## config.mk

```make
export PLATFORM = sky130hd
export DESIGN_NAME = mips_fetch_unit
export DESIGN_NICKNAME = d
export VERILOG_FILES = /design/src/rtl/mips_fetch_pkg.sv /design/src/rtl/fetch_fifo.sv /design/src/rtl/mips_fetch_unit.sv
export SDC_FILE = /design/constraint.sdc
export NUM_CORES = 1
export LEC_CHECK = 0
export CORE_MARGIN = 2
export CORE_UTILIZATION = 45
export CTS_CLUSTER_SIZE = 20
export DETAILED_ROUTE_END_ITERATION = 7
export PLACE_DENSITY = 0.79
export SYNTH_ARGS = -nofsm -noshare
export SYNTH_HDL_FRONTEND = slang
export SYNTH_SLANG_ARGS = --single-unit
```

## constraint.sdc

```tcl
create_clock -name clk -period 5.85 [get_ports clk]
set_input_delay 1.17 -clock clk [delete_from_list [all_inputs] [get_ports clk]]
set_output_delay 1.17 -clock clk [all_outputs]
set_load 0.1 [all_outputs]
```

## src/rtl/mips_fetch_pkg.sv

```systemverilog
// Shared types, default vectors and PC arithmetic for the MIPS fetch front end.
package mips_fetch_pkg;

  // Fetch FSM: FETCH issues, WAIT holds a live request, DRAIN holds a stale one.
  typedef enum logic [1:0] {
    FETCH = 2'd0,
    WAIT  = 2'd1,
    DRAIN = 2'd2
  } fetch_state_t;

  localparam logic [31:0] DEF_RESET_VEC = 32'h8000_0000;
  localparam logic [31:0] DEF_IRQ_VEC   = 32'h8000_0004;
  localparam logic [31:0] DEF_EXC_VEC   = 32'h8000_0008;

  // Sequential PC step: the low field wraps, the kernel bit (addr_w-1) is preserved.
  // Operates on a 64-bit container so any address width up to 64 can use it.
  function automatic logic [63:0] pc_inc(input logic [63:0] pc, input int addr_w);
    logic [63:0] kbit;
    logic [63:0] low_mask;
    kbit     = 64'd1 << (addr_w - 1);
    low_mask = kbit - 64'd1;
    return (pc & kbit) | ((pc + 64'd4) & low_mask);
  endfunction

endpackage

```

## src/rtl/fetch_fifo.sv

```systemverilog
// Prefetch FIFO: synchronous push/pop/flush, exposes head, the entry behind it, and count.
module fetch_fifo #(
  parameter int DEPTH  = 4,
  parameter int WIDTH  = 64,
  parameter int PEEK_W = WIDTH
) (
  input  logic                      clk,
  input  logic                      reset,
  input  logic                      push,
  input  logic [WIDTH-1:0]          push_data,
  input  logic                      pop,
  input  logic                      flush,
  output logic [WIDTH-1:0]          head_data,
  output logic [PEEK_W-1:0]         next_data,
  output logic [$clog2(DEPTH):0]    count
);

  localparam int PW = $clog2(DEPTH);
  localparam int CW = PW + 1;

  logic [WIDTH-1:0] mem_q [DEPTH];
  logic [WIDTH-1:0] mem_d [DEPTH];
  logic [PW-1:0]    rd_ptr_q, rd_ptr_d;
  logic [PW-1:0]    wr_ptr_q, wr_ptr_d;
  logic [CW-1:0]    count_q, count_d;
  logic             do_pop;
  logic             do_push;
  logic [WIDTH-1:0] next_entry;

  // Pop only a real entry; push when space exists or the head leaves in the same cycle.
  always_comb begin
    do_pop  = pop && (count_q != '0);
    do_push = push && ((count_q != CW'(DEPTH)) || do_pop);
    mem_d   = mem_q;
    if (do_push) mem_d[wr_ptr_q] = push_data;
    rd_ptr_d = rd_ptr_q;
    wr_ptr_d = wr_ptr_q;
    count_d  = count_q;
    if (do_pop)  rd_ptr_d = rd_ptr_q + PW'(1);
    if (do_push) wr_ptr_d = wr_ptr_q + PW'(1);
    if (do_push && !do_pop) count_d = count_q + CW'(1);
    if (do_pop && !do_push) count_d = count_q - CW'(1);
    if (flush) begin
      rd_ptr_d = '0;
      wr_ptr_d = '0;
      count_d  = '0;
    end
  end

  // Pointer and occupancy registers.
  always_ff @(posedge clk) begin
    if (!reset) begin
      rd_ptr_q <= '0;
      wr_ptr_q <= '0;
      count_q  <= '0;
    end else begin
      rd_ptr_q <= rd_ptr_d;
      wr_ptr_q <= wr_ptr_d;
      count_q  <= count_d;
    end
  end

  // Storage needs no reset: occupancy decides what is visible.
  always_ff @(posedge clk) begin
    mem_q <= mem_d;
  end

  // Head and next-entry read ports.
  always_comb begin
    head_data  = mem_q[rd_ptr_q];
    next_entry = mem_q[rd_ptr_q + PW'(1)];
    next_data  = next_entry[PEEK_W-1:0];
    count      = count_q;
  end

endmodule

```

## src/rtl/mips_fetch_unit.sv

```systemverilog
// MIPS instruction-fetch front end: PC, single-outstanding imem requester, prefetch
// FIFO, and exception/interrupt/redirect vectoring with EPC capture.
//
// Handshakes: dec_valid/dec_ready transfer the FIFO head on any cycle where both are 1;
// dec_valid never depends on dec_ready. imem_req, once raised, stays high with
// imem_addr stable until the cycle imem_ack is seen (ack is a one-cycle pulse carrying
// imem_rdata in that cycle).
module mips_fetch_unit
  import mips_fetch_pkg::*;
#(
  parameter int                ADDR_W     = 32,
  parameter int                FIFO_DEPTH = 4,
  parameter logic [ADDR_W-1:0] RESET_VEC  = ADDR_W'(DEF_RESET_VEC),
  parameter logic [ADDR_W-1:0] IRQ_VEC    = ADDR_W'(DEF_IRQ_VEC),
  parameter logic [ADDR_W-1:0] EXC_VEC    = ADDR_W'(DEF_EXC_VEC)
) (
  input  logic              clk,
  input  logic              reset,
  output logic              imem_req,
  output logic [ADDR_W-1:0] imem_addr,
  input  logic              imem_ack,
  input  logic [31:0]       imem_rdata,
  output logic              dec_valid,
  input  logic              dec_ready,
  output logic [31:0]       dec_inst,
  output logic [ADDR_W-1:0] dec_pc,
  input  logic              redirect_valid,
  input  logic [ADDR_W-1:0] redirect_target,
  input  logic              irq,
  input  logic              exc_valid,
  input  logic [ADDR_W-1:0] exc_pc,
  output logic [ADDR_W-1:0] epc,
  output logic              kernel_mode,
  output logic [1:0]        dbg_state
);

  localparam int CW = $clog2(FIFO_DEPTH) + 1;
  localparam int FW = 32 + ADDR_W;

  fetch_state_t      state_q, state_d;
  logic [ADDR_W-1:0] pc_q, pc_d;
  logic [ADDR_W-1:0] epc_q, epc_d;
  logic [ADDR_W-1:0] addr_q, addr_d;

  logic [FW-1:0]     head_data;
  logic [ADDR_W-1:0] next_pc;
  logic [CW-1:0]     count;
  logic              fifo_empty;
  logic              fifo_push;
  logic              fifo_flush;
  logic              pop;
  logic              in_flight;
  logic              slots_free;
  logic              issue;
  logic              irq_take;
  logic              any_event;
  logic [ADDR_W-1:0] pc_plus;
  logic [ADDR_W-1:0] target_aligned;
  logic [ADDR_W-1:0] irq_epc;

  fetch_fifo #(
    .DEPTH  (FIFO_DEPTH),
    .WIDTH  (FW),
    .PEEK_W (ADDR_W)
  ) u_fifo (
    .clk       (clk),
    .reset     (reset),
    .push      (fifo_push),
    .push_data ({imem_rdata, addr_q}),
    .pop       (pop),
    .flush     (fifo_flush),
    .head_data (head_data),
    .next_data (next_pc),
    .count     (count)
  );

  // Event decode, request issue and decode-side outputs.
  always_comb begin
    kernel_mode    = pc_q[ADDR_W-1];
    fifo_empty     = (count == '0);
    dec_valid      = !fifo_empty;
    dec_inst       = dec_valid ? head_data[FW-1:ADDR_W] : 32'd0;
    dec_pc         = dec_valid ? head_data[ADDR_W-1:0]  : '0;
    pop            = dec_valid && dec_ready;
    in_flight      = (state_q != FETCH);
    // IRQ is held off in kernel mode and yields to exceptions and redirects.
    irq_take       = irq && !kernel_mode && !exc_valid && !redirect_valid;
    any_event      = exc_valid || irq_take || redirect_valid;
    slots_free     = ({1'b0, count} + {{CW{1'b0}}, in_flight}) < (CW + 1)'(FIFO_DEPTH);
    // No new request in an event cycle: the PC is about to change.
    issue          = reset && (state_q == FETCH) && slots_free && !any_event;
    imem_req       = issue || (reset && in_flight);
    imem_addr      = (state_q == FETCH) ? pc_q : addr_q;
    fifo_push      = (state_q == WAIT) && imem_ack && !any_event;
    pc_plus        = ADDR_W'(pc_inc(64'(pc_q), ADDR_W));
    target_aligned = redirect_target & ~ADDR_W'(3);
    // Return address: the oldest word decode has not yet taken.
    if (!fifo_empty && !pop)          irq_epc = dec_pc;
    else if (pop && count >= CW'(2))  irq_epc = next_pc;
    else                              irq_epc = pc_q;
    epc            = epc_q;
    dbg_state      = state_q;
  end

  // Next-state logic: FSM sequencing, PC update, event vectoring and EPC capture.
  always_comb begin
    state_d    = state_q;
    pc_d       = pc_q;
    epc_d      = epc_q;
    addr_d     = addr_q;
    fifo_flush = 1'b0;
    if (issue) begin
      addr_d  = pc_q;
      state_d = WAIT;
    end
    case (state_q)
      WAIT: begin
        if (imem_ack) begin
          pc_d    = pc_plus;
          state_d = FETCH;
        end
      end
      DRAIN: begin
        if (imem_ack) state_d = FETCH;
      end
      default: ;
    endcase
    if (any_event) begin
      fifo_flush = 1'b1;
      if (exc_valid) begin
        pc_d  = EXC_VEC;
        epc_d = exc_pc;
      end else if (irq_take) begin
        pc_d  = IRQ_VEC;
        epc_d = irq_epc;
      end else begin
        pc_d = target_aligned;
      end
      // A live request without its ack must still complete on the bus; its data is stale.
      state_d = (in_flight && !imem_ack) ? DRAIN : FETCH;
    end
  end

  // Architectural and FSM registers.
  always_ff @(posedge clk) begin
    if (!reset) begin
      state_q <= FETCH;
      pc_q    <= RESET_VEC;
      epc_q   <= '0;
      addr_q  <= RESET_VEC;
    end else begin
      state_q <= state_d;
      pc_q    <= pc_d;
      epc_q   <= epc_d;
      addr_q  <= addr_d;
    end
  end

endmodule

```

==> results of run 1 <==
[layer usage]
metal | wire [um] | GRT usage [%] | vias up
met5 | 13 | 0 | -
met4 | 1230 | 8.68 | 2
met3 | 3800 | 4.20 | 93
met2 | 20800 | 38.3 | 552
met1 | 16800 | 31.1 | 5445
li1 | - | - | 4760
[logic make-up after synthesis]
logic type | after synthesis | synth area share [%]
buf+inv | 103 | 3.16
mux | 140 | 16.5
other cells | 1 | 0.0239
flops | 349 | 60.4
compound gates | 204 | 8.60
simple gates | 289 | 9.49
fa+ha+maj | 9 | 0.766
xor+xnor | 19 | 1.06
[power by group through the flow]
stage	Clock, mW	Sequential [mW]	Combinational, mW
3_5_place_dp	0	2.73	0.393
2_1_floorplan	0	2.81	0.157
5_1_grt	2.57	2.68	0.413
3_3_place_gp	0	2.73	0.389
4_1_cts	2.46	2.68	0.395
6_report	2.43	2.68	0.397
[worst max-delay path, cell delays in order, from the launching register on]
cell and delay, ps:
dfxtp_4 900, buf_4 440, mux4_2 280, and2_1 140
clkdlybuf4s50_1 1150
[cell usage in the layout (no fill, tap or decap), types with 5 or more instances in the layout]
| cell | instances |
|---|---|
| clkinv_1 | 6 |
| edfxtp_1 | 248 |
| clkinv_2 | 6 |
| a221o_1 | 20 |
| nand4_1 | 6 |
| xnor2_1 | 11 |
| and2_1 | 65 |
| clkbuf_16 | 38 |
| nand2_1 | 115 |
| a221oi_1 | 25 |
| mux4_2 | 92 |
| nor2_1 | 30 |
| clkdlybuf4s50_1 | 227 |
| nor3_1 | 26 |
| clkbuf_1 | 6 |
| o22ai_1 | 12 |
| mux2_2 | 30 |
| mux2i_1 | 18 |
| a21oi_1 | 73 |
| bufinv_16 | 5 |
| ha_1 | 8 |
| nand3_1 | 11 |
| o21ai_0 | 30 |
| dfxtp_1 | 99 |
| diode_2 | 5 |
| a211oi_1 | 6 |
| buf_4 | 19 |
| o32ai_1 | 6 |
| inv_1 | 15 |
| xor2_1 | 8 |
| o21ai_1 | 5 |
[registers in the layout, indices dropped and copies added (netlist names)]
signal	cells
dbg_state	2
u_fifo.rd_ptr_q	2
u_fifo.wr_ptr_q	2
pc_q	30
addr_q	30
u_fifo.count	3
epc	32
u_fifo.mem_q	248
[stage by stage]
step	instance area (um^2)	power, mW	instances	worst slack [ps]	util (%)
after floorplan	15700	2.97	1117	783	-
after global placement	18300	3.12	1736	1590	53.2
after detailed placement	18300	3.12	1736	1540	53.2
after CTS	19600	5.53	1805	1140	56.9
after global routing	19600	5.66	1808	1020	56.9
final	19600	5.50	1810	1190	56.9
[worst paths after layout]
path / end / start / slack [ps] / depth (start not counted)
setup / recovery: dec_pc[19] / u_fifo.rd_ptr_q[0] / 1190 / 4
setup reg to reg: u_fifo.mem_q[76] / pc_q[31] / 2730 / 4
hold reg to reg: epc[1] / epc[1] / 480 / 2
hold / removal: epc[1] / epc[1] / 480 / 2
[final cells by class]
type / count / area, um^2 / share of cell area [%]
clock inverter: 23 / 264 / 1.35
multi-input combinational: 665 / 5750 / 29.3
inverter: 17 / 63.8 / 0.325
tap: 455 / 569 / 2.90
timing repair buffer: 250 / 2480 / 12.6
clock buffer: 46 / 1000 / 5.10
sequential: 349 / 9480 / 48.3
antenna: 5 / 12.5 / 0.0638
==> summary.txt, run 1 <==
Logic synthesis
  – Total number of yosys warnings: 0
  – Top-count cell post-synth: edfxtp_1
  – Synth top area cells: edfxtp_1 (47%), mux4_2 (13%), dfxtp_1 (13%)
  – EDFF count, synth: 248
  – Synth Register Bits: 349
  – Yosys cell types: 68
  – Avg Cell Area, Syn: 14.1 um^2
  – Most frequent cells after synthesis: edfxtp_1 (248), nand2_1 (115), dfxtp_1 (101)
  – Main flop type after synthesis: edfxtp_1
  – Seq/Total Area, Yosys: 60.4%
  – Synth Instances: between 1000 and 1500
  – Yosys top cell by area: edfxtp_1
  – Synth Cell Area: 15700 um^2
  – Ys async rst share: 0%
  – Top cell type's share of synthesized area: between 40% and 50%

Finish
  – Layout cells sized above 1: 16.6%
  – Area growth from synthesis to layout: 25.1%
  – Filler instances: between 2000 and 3000
  – Nets@finish: 1433

Floorplan
  – Initial core utilization: a little under half
  – Site Rows: 68
  – Die height: about 190 um
  – Die Footprint: between 30000 and 40000 um^2
  – CORE AREA: 34500 um^2
  – Ports: 236
  – Die W: between 150 and 200 um

Timing
  – Period utilization: 79.7%
  – Max-slew headroom: 25.6%
  – Clock Skew: 21.3 ps
  – Total negative setup slack: 0 ps
  – Max-slew violations: 0
  – Setup violators final: 0
  – Achievable Freq: 215 MHz
  – RSZ-0062 raised after global routing: false
  – Hold Slack: a little under 500 ps
  – Final hold vios: 0
  – Post-layout min period: 4660 ps
  – Worst Max-Slew Pin Slew: 1110 ps

GRT
  – GRT overflow: 0
  – First-pass GRT wire length: 64.1 mm
  – Pin count of the biggest net entering global routing: 66
  – Number of global-route vias before repair: 10891
  – Antenna violations before repair: 5
  – GR Util All Layers: a little under a quarter

Drt
  – Drt wl/cell: 23.5 um
  – Detailed Routing Iterations Pass 1: 5
  – 1st-iter DRT viols: 1034
  – # DRC: 0
  – Antenna-violating nets left: 0
  – Vias: 10852
  – WL final: 42.6 mm
  – Vias per cell: about 6

Placed design
  – Port bufs: ~230
  – Detailed placement HPWL: approximately 26 mm
  – GP Congestion: 0.830

Worst setup path
  – WP data arrival: 3490 ps
  – Critical Path Fanout Max: 50
  – CP Class: reg -> out
  – CP Launch Type: flip-flop
  – Crit end category: output port
  – Data required, critical path: ~4700 ps

Clocking
  – Clock tree from TritonCTS: yes
  – Num CTS Buffers: 38
  – Root buffer cell: clkbuf_16
  – CTS resizes: 0
  – Max clock buf depth: 3
  – Worst-skew pair later-pin latency: about 540 ps
  – Post-CTS Setup Inserts: 0
  – CTS Hold Bufs: 0
  – Clock transition at path regs: 60 ps
  – H-tree Lvls: 2
  – Clock Sinks: around 350

Min path
  – Type of the worst min-delay path: reg -> reg

Power and ir drop
  – Int Pwr: 4.24 mW
  – Power density cells: 281 nW/um^2
  – Leak Pwr: slightly above 6 nW
  – P_sw: roughly 1.3 mW
  – Sw Ratio: a little under a quarter
  – Share of power burned in registers: 48.6%
  – Peak supply drop: 0.000289 V
  – Clock network power share: about 44%
  – Gate power share: 7.2%

Flow run
  – Max Cap Violations: 0

Status
  – Status: complete, no violations
Power figures use the tool's default switching activity.
==> run 2: changes to the inputs <==
--- a/config.mk
+++ b/config.mk
@@ -9,7 +9,7 @@
 export CORE_UTILIZATION = 45
 export CTS_CLUSTER_SIZE = 20
 export DETAILED_ROUTE_END_ITERATION = 7
-export PLACE_DENSITY = 0.79
+export PLACE_DENSITY = 0.82
 export SYNTH_ARGS = -nofsm -noshare
 export SYNTH_HDL_FRONTEND = slang
 export SYNTH_SLANG_ARGS = --single-unit
==> constraint.sdc (replaced) <==
create_clock -name clk -period 3.8 [get_ports clk]
set_input_delay 0.76 -clock clk [delete_from_list [all_inputs] [get_ports clk]]
set_output_delay 0.76 -clock clk [all_outputs]
set_load 0.1 [all_outputs]
==> run 2 against run 1 <==
Compared with the run above:
- setup slack got worse by 690 ps
- via count decreased by 0.85%
- power rose by 50%
- combinational power grew 54%
- final cell count increased by 0.83%
- sequential power grew 54%
- die area did not move
==> summary.txt, run 2 (synthesis gave the netlist of run 1 again) <==
Worst setup path
  – CP peak stage delay: a little under 600 ps
  – CP Launch Type: flip-flop
  – Crit path cell chain: inv_1 > ha_2 > buf_4 > mux2_2 > buf_4
  – CP Class: reg -> out
  – Data required, critical path: 3040 ps
  – CP dominant cell by count: buf_4
  – WP data arrival: 2540 ps
  – Crit end category: output port
  – Critical Path Fanout Max: 21
  – Slowest-stage cell, CP: ha_2

Power and ir drop
  – Power density cells: 423 nW/um^2
  – Peak supply drop: 0.000276 V
  – Leak Pwr: 6.42 nW

Finish
  – Final Util: 56.9%
  – Fin cells: 1825
  – Nets@finish: 1452
  – Filler instances: between 2000 and 3000
  – Leading cell types in the layout, fill and taps excluded: edfxtp_1 (248), clkdlybuf4s50_1 (134), buf_4 (122)
  – Biggest register: u_fifo.mem_q
  – Largest register FFs: 248
  – Commonest non-fill, non-tap cell in the layout: edfxtp_1
  – Layout cells sized above 1: roughly 24%
  – Area growth from synthesis to layout: 25.0%

GRT
  – Antenna violations before repair: 1
  – GRT overflow: 0
  – GR Util All Layers: 22.5%
  – Pin count of the biggest net entering global routing: 66
  – Number of global-route vias before repair: between 10000 and 15000
  – First-pass GRT wire length: 62.2 mm

Clocking
  – Worst-skew pair later-pin latency: about 520 ps
  – CTS resizes: 0
  – Clock tree from TritonCTS: yes
  – Root buffer cell: clkbuf_16
  – Clock transition at path regs: 60 ps
  – Num CTS Buffers: 37
  – Clock Sinks: 349
  – H-tree Lvls: 2
  – Post-CTS Setup Inserts: 0
  – CTS Hold Bufs: 0
  – Max clock buf depth: 3

Floorplan
  – Die Footprint: ~36000 um^2
  – Die height: 191 um
  – Site Rows: 68
  – CORE AREA: 34500 um^2
  – Die W: 191 um
  – Ports: between 200 and 250
  – Initial core utilization: 45.5%

Timing
  – Max-slew headroom: 27.6%
  – Max-slew violations: 0
  – Post-layout min period: 3300 ps
  – RSZ-0062 raised after global routing: false
  – Final hold vios: 0
  – Worst Max-Slew Pin Slew: 1080 ps
  – Achievable Freq: 303 MHz
  – Setup violators final: 0
  – Clock Skew: 19.9 ps
  – Period utilization: 86.8%
  – Total negative setup slack: 0 ps

Drt
  – Vias: 10760
  – Drt wl/cell: approximately 23 um
  – Antenna-violating nets left: 0
  – 1st-iter DRT viols: 1202
  – # DRC: 0
  – WL final: 41.3 mm
  – Detailed Routing Iterations Pass 1: 5
  – Vias per cell: 5.90

Status
  – Status: complete, no violations

Placed design
  – Detailed placement HPWL: 27.9 mm
  – Port bufs: 229
  – GP Congestion: 0.896
  – Cells after DPL: about 1800

Min path
  – Type of the worst min-delay path: reg -> reg

Flow run
  – Max Cap Violations: 0
## run 2: worst paths after layout
kind	startpoint	endpoint	slack, ps	cells past startpoint
max	dbg_state[1]	imem_addr[3]	500	5
min	epc[0]	epc[0]	480	2
max reg2reg	pc_q[31]	u_fifo.mem_q[8]	1140	6
min reg2reg	epc[0]	epc[0]	480	2
## run 2: metrics by stage
stage	hold WS, ps	setup WS, ps	total power, mW	cell area (um^2)
2_1_floorplan	455	-60.0	4.57	15700
3_3_place_gp	461	402	4.80	18400
3_5_place_dp	470	407	4.81	18400
4_1_cts	482	482	8.34	19600
5_1_grt	513	414	8.53	19600
6_report	476	502	8.28	19600
## run 2: report_power, final
group / switching, mW / internal (mW) / total [mW] / leakage, nW
Clock: 1.43 / 2.12 / 3.55 / 0.587
Combinational: 0.401 / 0.211 / 0.613 / 2.88
Sequential: 0.0409 / 4.08 / 4.12 / 2.95
## run 2: worst max-delay path: cells and delay by family, from the launching register on
family	cells	cell delay [ps]
buffers and inverters	3	680
adders and majority gates	1	590
muxes	1	400
DFF	1	340
## run 2: area by class of cell
cell class | instances | area [um^2] | share of cell area [%]
Timing Repair Buffer | 270 | 2520 | 12.9
Clock inverter | 12 | 120 | 0.613
Multi-Input combinational cell | 665 | 5760 | 29.4
Tap cell | 455 | 569 | 2.90
Antenna cell | 1 | 2.50 | 0.0128
Sequential cell | 349 | 9480 | 48.3
Inverter | 17 | 63.8 | 0.326
Clock buffer | 56 | 1090 | 5.56
## run 2: per-layer routing
| layer | part of all wire (%) | vias up | GRT usage [%] | wire [um] |
|---|---|---|---|---|
| met5 | 0 | - | 0 | 0 |
| met4 | 2.8 | 0 | 6.86 | 1150 |
| met3 | 9.2 | 79 | 4.60 | 3800 |
| met2 | 47 | 568 | 35.6 | 19400 |
| met1 | 41 | 5333 | 31.5 | 17000 |
| li1 | - | 4780 | - | - |
